<file path="src/rtl/hex_scan_ctrl.sv">
// hex_scan_ctrl: scan scheduler that time-shares one hex 7-seg decoder
// across DIGITS positions, with a tear-free display register and guard gaps.

// Per-digit leading-zero blank: this digit and everything above it are zero.
module hex_scan_lane #(
  parameter int W   = 4,
  parameter bit LSD = 1'b0
) (
  input  logic [W-1:0] upper,
  input  logic         lz,
  output logic         blank
);
  // digit 0 is never blanked, so a zero display still shows a single '0'
  assign blank = lz & ~LSD & (upper == '0);
endmodule

module hex_scan_ctrl #(
  parameter int DIGITS = 4,
  parameter int DIV    = 50000,
  parameter int GUARD  = 8
) (
  input  logic                  clk,
  input  logic                  rst,
  input  logic                  en,
  input  logic                  lz_suppress,
  input  logic [4*DIGITS-1:0]   load_data,
  input  logic                  load_valid,
  output logic                  load_ready,
  output logic [3:0]            nibble_out,
  output logic                  seg_blank,
  output logic [DIGITS-1:0]     dig_sel_n,
  output logic                  frame_done
);
  localparam int MAXC = (DIV > GUARD) ? DIV : GUARD;
  localparam int CW   = $clog2(MAXC);
  localparam int IW   = $clog2(DIGITS);
  localparam logic [CW-1:0] G_LAST   = CW'(GUARD - 1);
  localparam logic [CW-1:0] D_LAST   = CW'(DIV - 1);
  localparam logic [IW-1:0] IDX_LAST = IW'(DIGITS - 1);

  typedef enum logic [1:0] {ST_IDLE, ST_GUARD, ST_SHOW} state_t;

  state_t                  state, state_n;
  logic [IW-1:0]           idx, idx_n;
  logic [CW-1:0]           cnt, cnt_n;
  logic [DIGITS-1:0][3:0]  disp, disp_n, pend_data;
  logic                    pend, pend_n;
  logic                    accept, commit, wrap;
  logic [DIGITS-1:0]       blank_vec;
  logic [3:0]              nibble_x;
  logic                    seg_blank_x;
  logic [DIGITS-1:0]       dig_sel_x;

  assign load_ready = ~pend;
  assign accept     = load_valid & ~pend;

  // Next scan position: IDLE -> GUARD -> SHOW -> GUARD ..., en low forces IDLE
  always_comb begin
    state_n = state;
    idx_n   = idx;
    cnt_n   = cnt;
    wrap    = 1'b0;
    if (!en) begin
      state_n = ST_IDLE;
      idx_n   = '0;
      cnt_n   = '0;
    end else begin
      case (state)
        ST_IDLE: begin
          state_n = ST_GUARD;
          idx_n   = '0;
          cnt_n   = '0;
        end
        ST_GUARD: begin
          if (cnt == G_LAST) begin
            state_n = ST_SHOW;
            cnt_n   = '0;
          end else begin
            cnt_n = cnt + 1'b1;
          end
        end
        ST_SHOW: begin
          if (cnt == D_LAST) begin
            state_n = ST_GUARD;
            cnt_n   = '0;
            if (idx == IDX_LAST) begin
              idx_n = '0;
              wrap  = 1'b1;
            end else begin
              idx_n = idx + 1'b1;
            end
          end else begin
            cnt_n = cnt + 1'b1;
          end
        end
        default: begin
          state_n = ST_IDLE;
          idx_n   = '0;
          cnt_n   = '0;
        end
      endcase
    end
  end

  // Pending value moves into disp only between frames or while idle
  always_comb begin
    commit = pend & (wrap | (state == ST_IDLE));
    disp_n = commit ? pend_data : disp;
    pend_n = pend;
    if (commit)      pend_n = 1'b0;
    else if (accept) pend_n = 1'b1;
  end

  // Blank flags are computed on the value that will be on display next cycle
  for (genvar i = 0; i < DIGITS; i++) begin : g_lane
    hex_scan_lane #(
      .W   (4 * (DIGITS - i)),
      .LSD (i == 0)
    ) u_lane (
      .upper (disp_n[DIGITS-1:i]),
      .lz    (lz_suppress),
      .blank (blank_vec[i])
    );
  end

  // Output values for the state being entered, so registered outputs track state
  always_comb begin
    nibble_x    = '0;
    seg_blank_x = 1'b1;
    dig_sel_x   = '1;
    case (state_n)
      ST_GUARD: nibble_x = disp_n[idx_n];
      ST_SHOW: begin
        nibble_x         = disp_n[idx_n];
        seg_blank_x      = blank_vec[idx_n];
        dig_sel_x[idx_n] = 1'b0;
      end
      default: ;
    endcase
  end

  // Scan position and display registers
  always_ff @(posedge clk or posedge rst) begin
    if (rst) begin
      state     <= ST_IDLE;
      idx       <= '0;
      cnt       <= '0;
      disp      <= '0;
      pend      <= 1'b0;
      pend_data <= '0;
    end else begin
      state <= state_n;
      idx   <= idx_n;
      cnt   <= cnt_n;
      disp  <= disp_n;
      pend  <= pend_n;
      if (accept) pend_data <= load_data;
    end
  end

  // Registered drive to decoder and digit selects
  always_ff @(posedge clk or posedge rst) begin
    if (rst) begin
      nibble_out <= '0;
      seg_blank  <= 1'b1;
      dig_sel_n  <= '1;
      frame_done <= 1'b0;
    end else begin
      nibble_out <= nibble_x;
      seg_blank  <= seg_blank_x;
      dig_sel_n  <= dig_sel_x;
      frame_done <= wrap;
    end
  end
endmodule

</file>
<file path="config.mk">
export PLATFORM = sky130hd
export DESIGN_NAME = hex_scan_ctrl
export DESIGN_NICKNAME = d
export VERILOG_FILES = /design/src/rtl/hex_scan_ctrl.sv
export SDC_FILE = /design/constraint.sdc
export NUM_CORES = 1
export LEC_CHECK = 0
export ABC_AREA = 1
export CAP_MARGIN = 20
export CORE_UTILIZATION = 50
export CTS_CLUSTER_SIZE = 25
export DETAILED_ROUTE_END_ITERATION = 12
export GPL_TIMING_DRIVEN = 0
export HOLD_SLACK_MARGIN = 0.1
export PLACE_DENSITY_LB_ADDON = 0.05
export SYNTH_ARGS = -nofsm -noshare
export SYNTH_HDL_FRONTEND = slang
export SYNTH_SLANG_ARGS = --single-unit
export TNS_END_PERCENT = 1
</file>
<file path="constraint.sdc">
create_clock -name clk -period 6 [get_ports clk]
set_input_delay 1.2 -clock clk [delete_from_list [all_inputs] [get_ports clk]]
set_output_delay 1.2 -clock clk [all_outputs]
set_load 0.1 [all_outputs]
</file>
==> metrics.md <==
| Metric | Value |
|---|---|
| Asr flop ratio synth | 100% |
| Largest net degree at the start of global routing | 38 |
| GR Overflow Total | 0 |
| Final hold viol count | 0 |
| TritonCTS Buffers | 9 |
| Worst slew pin tran | 0.971 ns |
| Chip width | 79.7 um |
| Syn Inst Count | 344 |
| Vias per inst | 4.83 |
| Max VDD drop | 218 uV |
| Number of hold buffers added after CTS | 0 |
| Syn Nets | 372 |
| Gpl congestion | 0.782 |
| Vias in the first global route | 2336 |
| I/O Pins | 32 |
| Required @ worst endpoint | 4.80 ns |
| Top_reg_cell synth | dfrtp_1 |
| CTS root buffer | clkbuf_8 |
| DR iter-0 viols | 107 |
| Worst hold path class | register to register |
| Resize count post-CTS | 0 |
| Yosys warns | 0 |
| Final net count | 415 |
| Layout Utilization | 63.4% |
| CP max FO | 5 |
| Avg WL per Cell | 12.1 um |
| Area taken by multi-input logic gates | 1250 um^2 |
| # setup viols final | 0 |
| Fin crit share | 53.9% |
| Syn avg cell area | 8.78 um^2 |
| Die Ht | 79.7 um |
| Worst-path clk slew | 0.06 ns |
| CP Class | register to output pin |
| Cell area after layout | 3600 um^2 |
| Status | finished, final reports clean |
| Post-synthesis cell type count | 34 |
| Register area | 1580 um^2 |
| Clk_lat worst skew | 0.33 ns |
| Core area | 5680 um^2 |
| Worst Path Arrival | 2.03 ns |
| Rows | 27 |
| Leakage power | 1.76 nW |
| Worst R2R Start | state[0] |
| Starting density of the core | 53.2% |
| Die area | 6350 um^2 |
| Worst setup SP type | register |
| First drt pass iteration count | 4 |
| # diodes | 0 |
| Reg-to-Reg End | seg_blank |
| Mapped cell area | 3020 um^2 |
| Dpl hpwl | 4260 um |
| Drt total wl | 5630 um |
| FF-to-FF setup slack | 3.90 ns |
| Worst Reg-to-Reg Cells | 15 |
| Final hold slack | 0.466 ns |
| CP Capture Type | output pin |
| Setup ws final | 2.77 ns |
| Clk_skew | 0.00662 ns |
| Number of remaining DRC errors | 0 |
| Min Clock Period, post-route | 3.23 ns |
| DRT antenna net count | 0 |
| Area growth from synthesis to layout | 19.3% |
| Max Clk Rate | 309 MHz |
| CTS tree | built |
| Htree depth | 3 |
| Worst setup endpoint | load_ready |
| Seq cells post-synth | 63 |
| Fin. max-slew vios | 0 |
| Sequential area share after synthesis | 52.4% |
| Port buffer count | 31 |
| Setup Buffers After CTS | 0 |
| Post-DP Area | 3440 um^2 |
| Setup TNS | 0 ns |
| Hold Path Origin | cnt[0] |
| Via count | 2239 |
| Slew headroom | 35.0% |
| Number of synthesized flops with an enable pin | 0 |
| Pwr dens | 291 nW/um^2 |
| Total of max-cap violations | 0 |
| Initial antenna violation count | 0 |
| First-pass GRT wire length | 10300 um |
| RSZ-0062 raised after global routing | false |
| Overall routing resource usage | 21.5% |
| CP Launch Point | pend |
| Post-place setup slack | 3.02 ns |
| Clock sinks | 63 |
| Filler cells | 503 |
| Share of cells above drive strength 1 | 15.6% |
| CTS max path bufs | 2 |
==> cell usage after synthesis, types with 4 or more instances <==
cell type / count / area [um^2]
nand2_1: 95 / 357
nand3_1: 23 / 115
a21oi_1: 6 / 30.0
nor3_1: 4 / 20.0
nor2_2: 6 / 37.5
inv_1: 37 / 139
mux2_2: 12 / 135
dfrtp_1: 58 / 1450
xor2_1: 6 / 52.6
ha_1: 7 / 87.6
dfstp_2: 5 / 131
nand2_2: 10 / 62.6
nor2_1: 43 / 161
==> stage by stage <==
stage	power, W	instances
floorplan	0.000685	344
global placement	0.000741	447
detailed placement	0.000748	448
CTS	0.00106	464
global route	0.00111	464
finish	0.00105	464
==> layout make-up <==
class	instances	share of cell area (%)
plain buffers	7	1.18
clock buffers	15	4.34
clock inverters	1	0.139
inverters	39	4.10
multi-input cells	235	34.6
flip-flops and latches	63	44.0
well taps	72	2.50
repair buffers	32	9.17
==> power breakdown <==
part	internal, W	switching [W]	total (W)
Sequential	0.000489	0.0000254	0.000515
Combinational	0.0000808	0.000141	0.000222
Clock	0.000162	0.000150	0.000312
==> sequential cells by signal (all words and copies together), names as in the netlist <==
| signal | flops |
|---|---|
| frame_done | 1 |
| pend_data | 16 |
| idx | 2 |
| cnt | 16 |
| nibble_out | 4 |
| state | 2 |
| seg_blank | 1 |
| dig_sel_n | 4 |
| pend | 1 |
| disp | 16 |
==> cell families after synthesis <==
group	after synthesis	share of synthesized area [%]
and+or+nand+nor	196	29.3
DFF	63	52.4
buffers and inverters	46	6.30
AOI/OAI and AO/OA	13	2.61
muxes	12	4.48
xor gates and xnor gates	7	2.03
adders and majority gates	7	2.90
==> critical path, stage by stage (launching register included) <==
cell and delay (ns):
dfrtp_1 0.45, inv_1 0.11, clkdlybuf4s50_1 1.14
==> layer usage <==
metal | routed length (um) | vias up | global-route usage (%)
met2 | 2790 | 31 | 36.7
met3 | 146 | 6 | 5.03
met4 | 76 | 0 | 8.91
met1 | 2620 | 1038 | 25.9
met5 | 0 | - | 0
li1 | - | 1164 | -
==> cells in the final DEF (no fill, tap or decap), types with 4 or more instances in the layout <==
master,netlist,final
ha_1,7,7
mux2_2,12,12
dfstp_2,5,5
nand2_1,95,95
inv_1,37,36
nor3_1,4,4
dfrtp_1,58,58
a21oi_1,6,6
nand3_1,23,23
clkbuf_1,3,8
clkdlybuf4s50_1,0,31
nor2_2,6,6
nor2_1,43,43
nand2_2,10,10
clkbuf_8,0,10
xor2_1,6,6
==> how the worst min path moves through the flow <==
stage | cells after the start | slack [ns] | end
floorplan | 1 | 0.43 | cnt[0]
global placement | 1 | 0.45 | cnt[0]
detailed placement | 1 | 0.46 | cnt[0]
CTS | 1 | 0.47 | cnt[0]
global route | 1 | 0.49 | cnt[0]
finish | 1 | 0.47 | cnt[0]
(Power assumes the default switching activity.)
